==> src/rtl/sync_pkg.sv <==
// Shared definitions for the sync_bank input conditioner.
//   sync_mode_t : per-channel edge select encoding
//   edge_sel()  : maps mode plus rise/fall strobes onto the pulse output
package sync_pkg;

   typedef logic [1:0] sync_mode_t;

   localparam sync_mode_t MODE_LEVEL = 2'b00;
   localparam sync_mode_t MODE_RISE  = 2'b01;
   localparam sync_mode_t MODE_FALL  = 2'b10;
   localparam sync_mode_t MODE_ANY   = 2'b11;

   // Select which edge(s) of the filtered level produce a pulse.
   function automatic logic edge_sel(input sync_mode_t mode,
                                     input logic       rise,
                                     input logic       fall);
      logic r;
      r = 1'b0;
      case (mode)
         MODE_RISE: r = rise;
         MODE_FALL: r = fall;
         MODE_ANY:  r = rise | fall;
         default:   r = 1'b0;
      endcase
      return r;
   endfunction

endpackage

==> src/rtl/sync_chan.sv <==
// One conditioner channel: synchroniser chain, optional debounce filter,
// edge detect and sticky event flag.
//   clk, rst     : destination clock, synchronous active-high reset
//   i_async      : asynchronous input
//   i_mode       : edge select for o_pulse_c
//   i_sticky_clr : clear for the sticky flag (a coincident pulse wins)
//   o_level      : synchronised, filtered level
//   o_pulse_c    : one-cycle edge pulse (combinational on i_mode)
//   o_sticky     : latched event flag
module sync_chan
   import sync_pkg::*;
#(
   parameter int unsigned STAGES   = 2,
   parameter int unsigned FILT_CNT = 0
) (
   input  logic       clk,
   input  logic       rst,
   input  logic       i_async,
   input  sync_mode_t i_mode,
   input  logic       i_sticky_clr,
   output logic       o_level,
   output logic       o_pulse_c,
   output logic       o_sticky
);

   (* ASYNC_REG = "TRUE" *) logic [STAGES-1:0] r_sync;
   logic w_sy;
   logic w_filt;
   logic r_filt_d;
   logic r_sticky;
   logic w_rise;
   logic w_fall;
   logic w_pulse;

   // Plain flop chain; nothing may sit between the stages.
   always_ff @(posedge clk) begin
      if (rst) r_sync <= '0;
      else     r_sync <= {r_sync[STAGES-2:0], i_async};
   end

   assign w_sy = r_sync[STAGES-1];

   if (FILT_CNT == 0) begin : g_bypass
      assign w_filt = w_sy;
   end else begin : g_filt
      localparam int unsigned CNT_W = $clog2(FILT_CNT + 1);
      logic             r_filt;
      logic [CNT_W-1:0] r_cnt;

      // Accept a new level only after FILT_CNT consecutive disagreeing samples.
      always_ff @(posedge clk) begin
         if (rst) begin
            r_filt <= 1'b0;
            r_cnt  <= '0;
         end else if (w_sy == r_filt) begin
            r_cnt  <= '0;
         end else if (r_cnt == CNT_W'(FILT_CNT - 1)) begin
            r_filt <= w_sy;
            r_cnt  <= '0;
         end else begin
            r_cnt  <= r_cnt + CNT_W'(1);
         end
      end

      assign w_filt = r_filt;
   end

   // Edge detect and sticky flag; set has priority over clear.
   always_ff @(posedge clk) begin
      if (rst) begin
         r_filt_d <= 1'b0;
         r_sticky <= 1'b0;
      end else begin
         r_filt_d <= w_filt;
         r_sticky <= (r_sticky & ~i_sticky_clr) | w_pulse;
      end
   end

   assign w_rise  = w_filt & ~r_filt_d;
   assign w_fall  = ~w_filt & r_filt_d;
   assign w_pulse = edge_sel(i_mode, w_rise, w_fall);

   assign o_level   = w_filt;
   assign o_pulse_c = w_pulse;
   assign o_sticky  = r_sticky;

endmodule

==> src/rtl/sync_bank.sv <==
// Multi-channel input conditioner: WIDTH independent sync_chan instances.
//   clk, rst   : destination clock, synchronous active-high reset
//   async_in   : asynchronous inputs, one per channel
//   mode       : edge select, bits [2i+1:2i] for channel i
//   sticky_clr : per-channel sticky clear
//   level_out  : synchronised, filtered levels
//   pulse_out  : one-cycle edge pulses
//   sticky_out : latched event flags
module sync_bank
   import sync_pkg::*;
#(
   parameter int unsigned WIDTH    = 8,
   parameter int unsigned STAGES   = 2,
   parameter int unsigned FILT_CNT = 0
) (
   input  logic               clk,
   input  logic               rst,
   input  logic [WIDTH-1:0]   async_in,
   input  logic [2*WIDTH-1:0] mode,
   input  logic [WIDTH-1:0]   sticky_clr,
   output logic [WIDTH-1:0]   level_out,
   output logic [WIDTH-1:0]   pulse_out,
   output logic [WIDTH-1:0]   sticky_out
);

   for (genvar i = 0; i < WIDTH; i++) begin : g_chan
      sync_chan #(
         .STAGES   (STAGES),
         .FILT_CNT (FILT_CNT)
      ) u_chan (
         .clk          (clk),
         .rst          (rst),
         .i_async      (async_in[i]),
         .i_mode       (sync_mode_t'(mode[2*i +: 2])),
         .i_sticky_clr (sticky_clr[i]),
         .o_level      (level_out[i]),
         .o_pulse_c    (pulse_out[i]),
         .o_sticky     (sticky_out[i])
      );
   end

endmodule

==> config.mk <==
export PLATFORM = sky130hd
export DESIGN_NAME = sync_bank
export DESIGN_NICKNAME = d
export VERILOG_FILES = /design/src/rtl/sync_pkg.sv /design/src/rtl/sync_chan.sv /design/src/rtl/sync_bank.sv
export SDC_FILE = /design/constraint.sdc
export NUM_CORES = 1
export LEC_CHECK = 0
export ABC_AREA = 1
export BUFFER_PORTS_ARGS = -buffer_cell sky130_fd_sc_hd__buf_2
export CELL_PAD_IN_SITES_DETAIL_PLACEMENT = 1
export CELL_PAD_IN_SITES_GLOBAL_PLACEMENT = 1
export CORE_MARGIN = 4
export CORE_UTILIZATION = 37
export CTS_BUF_LIST = sky130_fd_sc_hd__clkbuf_4 sky130_fd_sc_hd__clkbuf_8
export CTS_CLUSTER_DIAMETER = 120
export DETAILED_ROUTE_END_ITERATION = 16
export PLACE_DENSITY_LB_ADDON = 0.1
export SLEW_MARGIN = 20
export SYNTH_ARGS = -nofsm -noshare
export SYNTH_HDL_FRONTEND = slang
export SYNTH_SLANG_ARGS = --single-unit
==> constraint.sdc <==
create_clock -name clk -period 1.6 [get_ports clk]
set_input_delay 0.32 -clock clk [delete_from_list [all_inputs] [get_ports clk]]
set_output_delay 0.32 -clock clk [all_outputs]
set_load 0.01 [all_outputs]
==> Flow_metrics.wiki <==
{| class="wikitable"
! Metric !! Value
|-
| Status || complete, no violations
|-
| Inserted Diodes || 0
|-
| Mapped Avg Cell Area || 7.49 µm²
|-
| Final critical delay including setup and external delays || 1550 ps
|-
| Post-synth top cells || sky130_fd_sc_hd__inv_1, sky130_fd_sc_hd__nand2_1, sky130_fd_sc_hd__dfxtp_1
|-
| Final worst hold slack || 246 ps
|-
| Switching power share of the total || 0.262
|-
| Logic pwr share || 0.164
|-
| Final total negative setup slack || 0 ps
|-
| Cell repeated most along the worst path || sky130_fd_sc_hd__nand2_1
|-
| Total clock sinks || 32
|-
| Sequential cell fraction of total power || 0.494
|-
| Number of rows in the core area || 24
|-
| YS warnings || 0
|-
| Max-slew headroom || 0.739
|-
| Critical Path Slowest Stage Cell || sky130_fd_sc_hd__dfxtp_2
|-
| Worst reg2reg path startpoint || g_chan[0].u_chan.r_filt_d$_SDFF_PP0_
|-
| Number of different library cells in the post-synthesis netlist || 12
|-
| Cell count after synthesis || 236
|-
| Clock slew seen by the registers of the worst setup and hold paths || 60 ps
|-
| Global-route wire length before repair || 5630 µm
|-
| Capturing element of the worst setup path || pulse_out[2]
|-
| Switching power summed over all nets || 450 µW
|-
| Slack of the worst reg-to-reg path || 470 ps
|-
| Arrival time worst endpoint || 1230 ps
|-
| WP buf/inv || 2
|-
| Placeable core area || 0.00447 mm²
|-
| Port Buf Inserts || 57
|-
| Count of final setup violators || 0
|-
| Global router's overall resource usage || 0.114
|-
| Instance count on the critical path || 6
|-
| Pins over their slew limit || 0
|-
| Clock root buffer master || sky130_fd_sc_hd__clkbuf_8
|-
| WS Path Type || register to primary output
|-
| Critical Path End Type || primary output
|-
| PnR worst setup slack || 50.4 ps
|-
| Part of the Yosys area used for sequential elements || 0.362
|-
| Req. time, crit path || 1280 ps
|-
| Max-cap check violation count || 0
|-
| First-pass iteration count of the detailed router || 2
|-
| Worst vdd ir || 0.000558 V
|-
| Tcrit/Tclk final || 0.969
|-
| Critical Path Source || g_chan[2].u_chan.r_filt_d$_SDFF_PP0_
|-
| Total CTS buffers || 5
|-
| Fmax || 0.645 GHz
|-
| Final nets || 330
|-
| Cell type with the largest total area after synthesis || sky130_fd_sc_hd__dfxtp_1
|-
| TritonCTS clock tree || yes
|-
| Class of the worst hold path || primary input to register
|-
| Area fraction of the dominant cell type after synthesis || 0.362
|-
| Routability cong. || 0.681
|-
| Total power divided by cell area || 756 mW/mm²
|-
| Total overflow reported by the global router || 0
|-
| Clk_skew || 5.32 ps
|-
| Most repeated cell in the gate-level netlist after synthesis || sky130_fd_sc_hd__inv_1
|-
| Antenna violations before repair || 0
|-
| Number of DRC markers in iteration 0 || 31
|-
| Number of H-tree levels || 2
|-
| Pin slew with the least headroom to its limit || 391 ps
|-
| Via density per instance || 4.24
|-
| IO Count || 58
|-
| Final Hold Fails || 0
|-
| Average wire length per cell after detail routing || 10.5 µm
|-
| Maximum single-stage delay on the critical path || 330 ps
|-
| Post-Synthesis Net Count || 286
|-
| Vert. Die Dim || 77.1 µm
|-
| Hpwl dp || 2590 µm
|-
| Biggest area contributors in the synthesized netlist || sky130_fd_sc_hd__dfxtp_1, sky130_fd_sc_hd__inv_1, sky130_fd_sc_hd__ha_1, sky130_fd_sc_hd__buf_4, sky130_fd_sc_hd__nand2_1
|-
| Total wire length || 3470 µm
|-
| Maximum root-to-sink buffer count || 2
|-
| Fraction of final layout cells with drive strength greater than 1 || 0.593
|-
| Routed vias || 1409
|-
| FFs w/ async S/R, synth || 0
|-
| Flop and latch count out of synthesis || 32
|-
| Area of the die || 0.00595 mm²
|-
| Maximum number of pins on one net before global-route repair || 14
|-
| Number of routed nets with antenna violations || 0
|-
| Peak fanout along the critical path || 2
|-
| CP top delay family || flip-flops
|-
| DP Area || 0.00192 mm²
|-
| Worst r2r dst || g_chan[0].u_chan.o_sticky$_SDFF_PP0_
|-
| Clk_lat worst skew || 270 ps
|-
| Vias in the first global route || 1434
|-
| RSZ-0062 raised after global routing || yes
|-
| Number of enable flip-flop cells after synthesis || 0
|-
| Effective utilization at floorplan || 0.395
|-
| Startpoint Class || register
|-
| Static Leakage || 0.00123 µW
|-
| Share of total power in the clock network || 0.342
|-
| Die outline width || 77.1 µm
|-
| Area overhead of the layout relative to synthesis || 28.5%
|-
| Final Cell Area || 0.00227 mm²
|-
| Reg2Reg Depth || 9
|-
| Area of the mapped netlist || 0.00177 mm²
|-
| DRC viols || 0
|-
| Primary FF master, synth || sky130_fd_sc_hd__dfxtp_1
|-
| Worst slack after detailed placement || 270 ps
|-
| CTS Hold Bufs || 0
|-
| Ordered list of cells on the worst path || inv_2 > ha_4 > nand2_1 > nand3_2 > nand2_1 > buf_2
|-
| Cell Int Power || 1270 µW
|}
cell usage in the layout (no fill, tap or decap), types with 2 or more instances in the layout:
master                     instances
sky130_fd_sc_hd__inv_1            38
sky130_fd_sc_hd__nor2_2           26
sky130_fd_sc_hd__ha_4             10
sky130_fd_sc_hd__nor2_4            2
sky130_fd_sc_hd__inv_2            27
sky130_fd_sc_hd__nand3_1           8
sky130_fd_sc_hd__ha_1              4
sky130_fd_sc_hd__buf_4             6
sky130_fd_sc_hd__dfxtp_4           9
sky130_fd_sc_hd__nand2_1          44
sky130_fd_sc_hd__dfxtp_1          16
sky130_fd_sc_hd__ha_2              2
sky130_fd_sc_hd__clkbuf_8          5
sky130_fd_sc_hd__nand3_2           8
sky130_fd_sc_hd__dfxtp_2           7
sky130_fd_sc_hd__buf_2            56
sky130_fd_sc_hd__nor2_1            4
sky130_fd_sc_hd__nand2_2           4
power groups by stage:
stage                     Clock [µW]  Sequential, µW  Combinational (µW)
after floorplan                    0             864                 193
after global placement             0             867                 241
after detailed placement           0             868                 247
after CTS                        609             852                 253
after global routing             655             854                 323
final                            587             848                 281
routing by layer:
metal	GRT usage	share of wire	up-vias
met3	0.0445	0.066	4
met1	0.116	0.40	638
li1	-	-	733
met5	0	0	-
met4	0.0427	0.0098	0
met2	0.209	0.52	34
tightest hold or removal path, cell delays in order:
cell and delay, ps:
sky130_fd_sc_hd__buf_2 70, sky130_fd_sc_hd__inv_1 30, sky130_fd_sc_hd__nor2_2 60
layout make-up:
type / count / area, µm²
clock inverter: 1 / 5.00
timing repair buffer: 64 / 357
fill: 582 / 2200
multi-input combinational: 112 / 841
sequential: 32 / 683
inverter: 65 / 244
tap: 52 / 65.1
clock buffer: 6 / 76.3
timing repair:
action / CTS / global route
pin swaps: 10 / 31
gates cloned: 0 / 0
setup buffers: 0 / 6
endpoints found under the setup margin: 8 / 8
gates resized for setup: 13 / 57
how the worst min path moves through the flow:
| stage | from | endpoint | cells past startpoint |
|---|---|---|---|
| 2_1_floorplan | g_chan[0].u_chan.r_sync[0]$_SDFF_PP0_ | g_chan[0].u_chan.r_sync[1]$_SDFF_PP0_ | 2 |
| 3_3_place_gp | g_chan[2].u_chan.r_sync[0]$_SDFF_PP0_ | g_chan[2].u_chan.r_sync[1]$_SDFF_PP0_ | 2 |
| 3_5_place_dp | g_chan[3].u_chan.r_sync[0]$_SDFF_PP0_ | g_chan[3].u_chan.r_sync[1]$_SDFF_PP0_ | 2 |
| 4_1_cts | async_in[1] | g_chan[1].u_chan.r_sync[0]$_SDFF_PP0_ | 3 |
| 5_1_grt | async_in[7] | g_chan[7].u_chan.r_sync[0]$_SDFF_PP0_ | 3 |
| 6_report | async_in[7] | g_chan[7].u_chan.r_sync[0]$_SDFF_PP0_ | 3 |
sequential cells by signal, summed over array words and instances (netlist names):
name	flops
g_chan.u_chan.r_sync	16
g_chan.u_chan.o_sticky	8
g_chan.u_chan.r_filt_d	8
through the flow:
| step | std cells | util | power, µW |
|---|---|---|---|
| finish | 332 | 0.508 | 1720 |
| global route | 332 | 0.508 | 1830 |
| CTS | 326 | 0.453 | 1710 |
| detailed placement | 319 | 0.428 | 1120 |
| global placement | 319 | 0.428 | 1110 |
| floorplan | 236 | - | 1060 |
logic make-up after synthesis:
kind of cell | Yosys count | share of synthesized area
adders and majority gates | 16 | 0.113
buffers and inverters | 92 | 0.264
DFF | 32 | 0.362
and+or+nand+nor | 96 | 0.260
(Power assumes the default switching activity.)
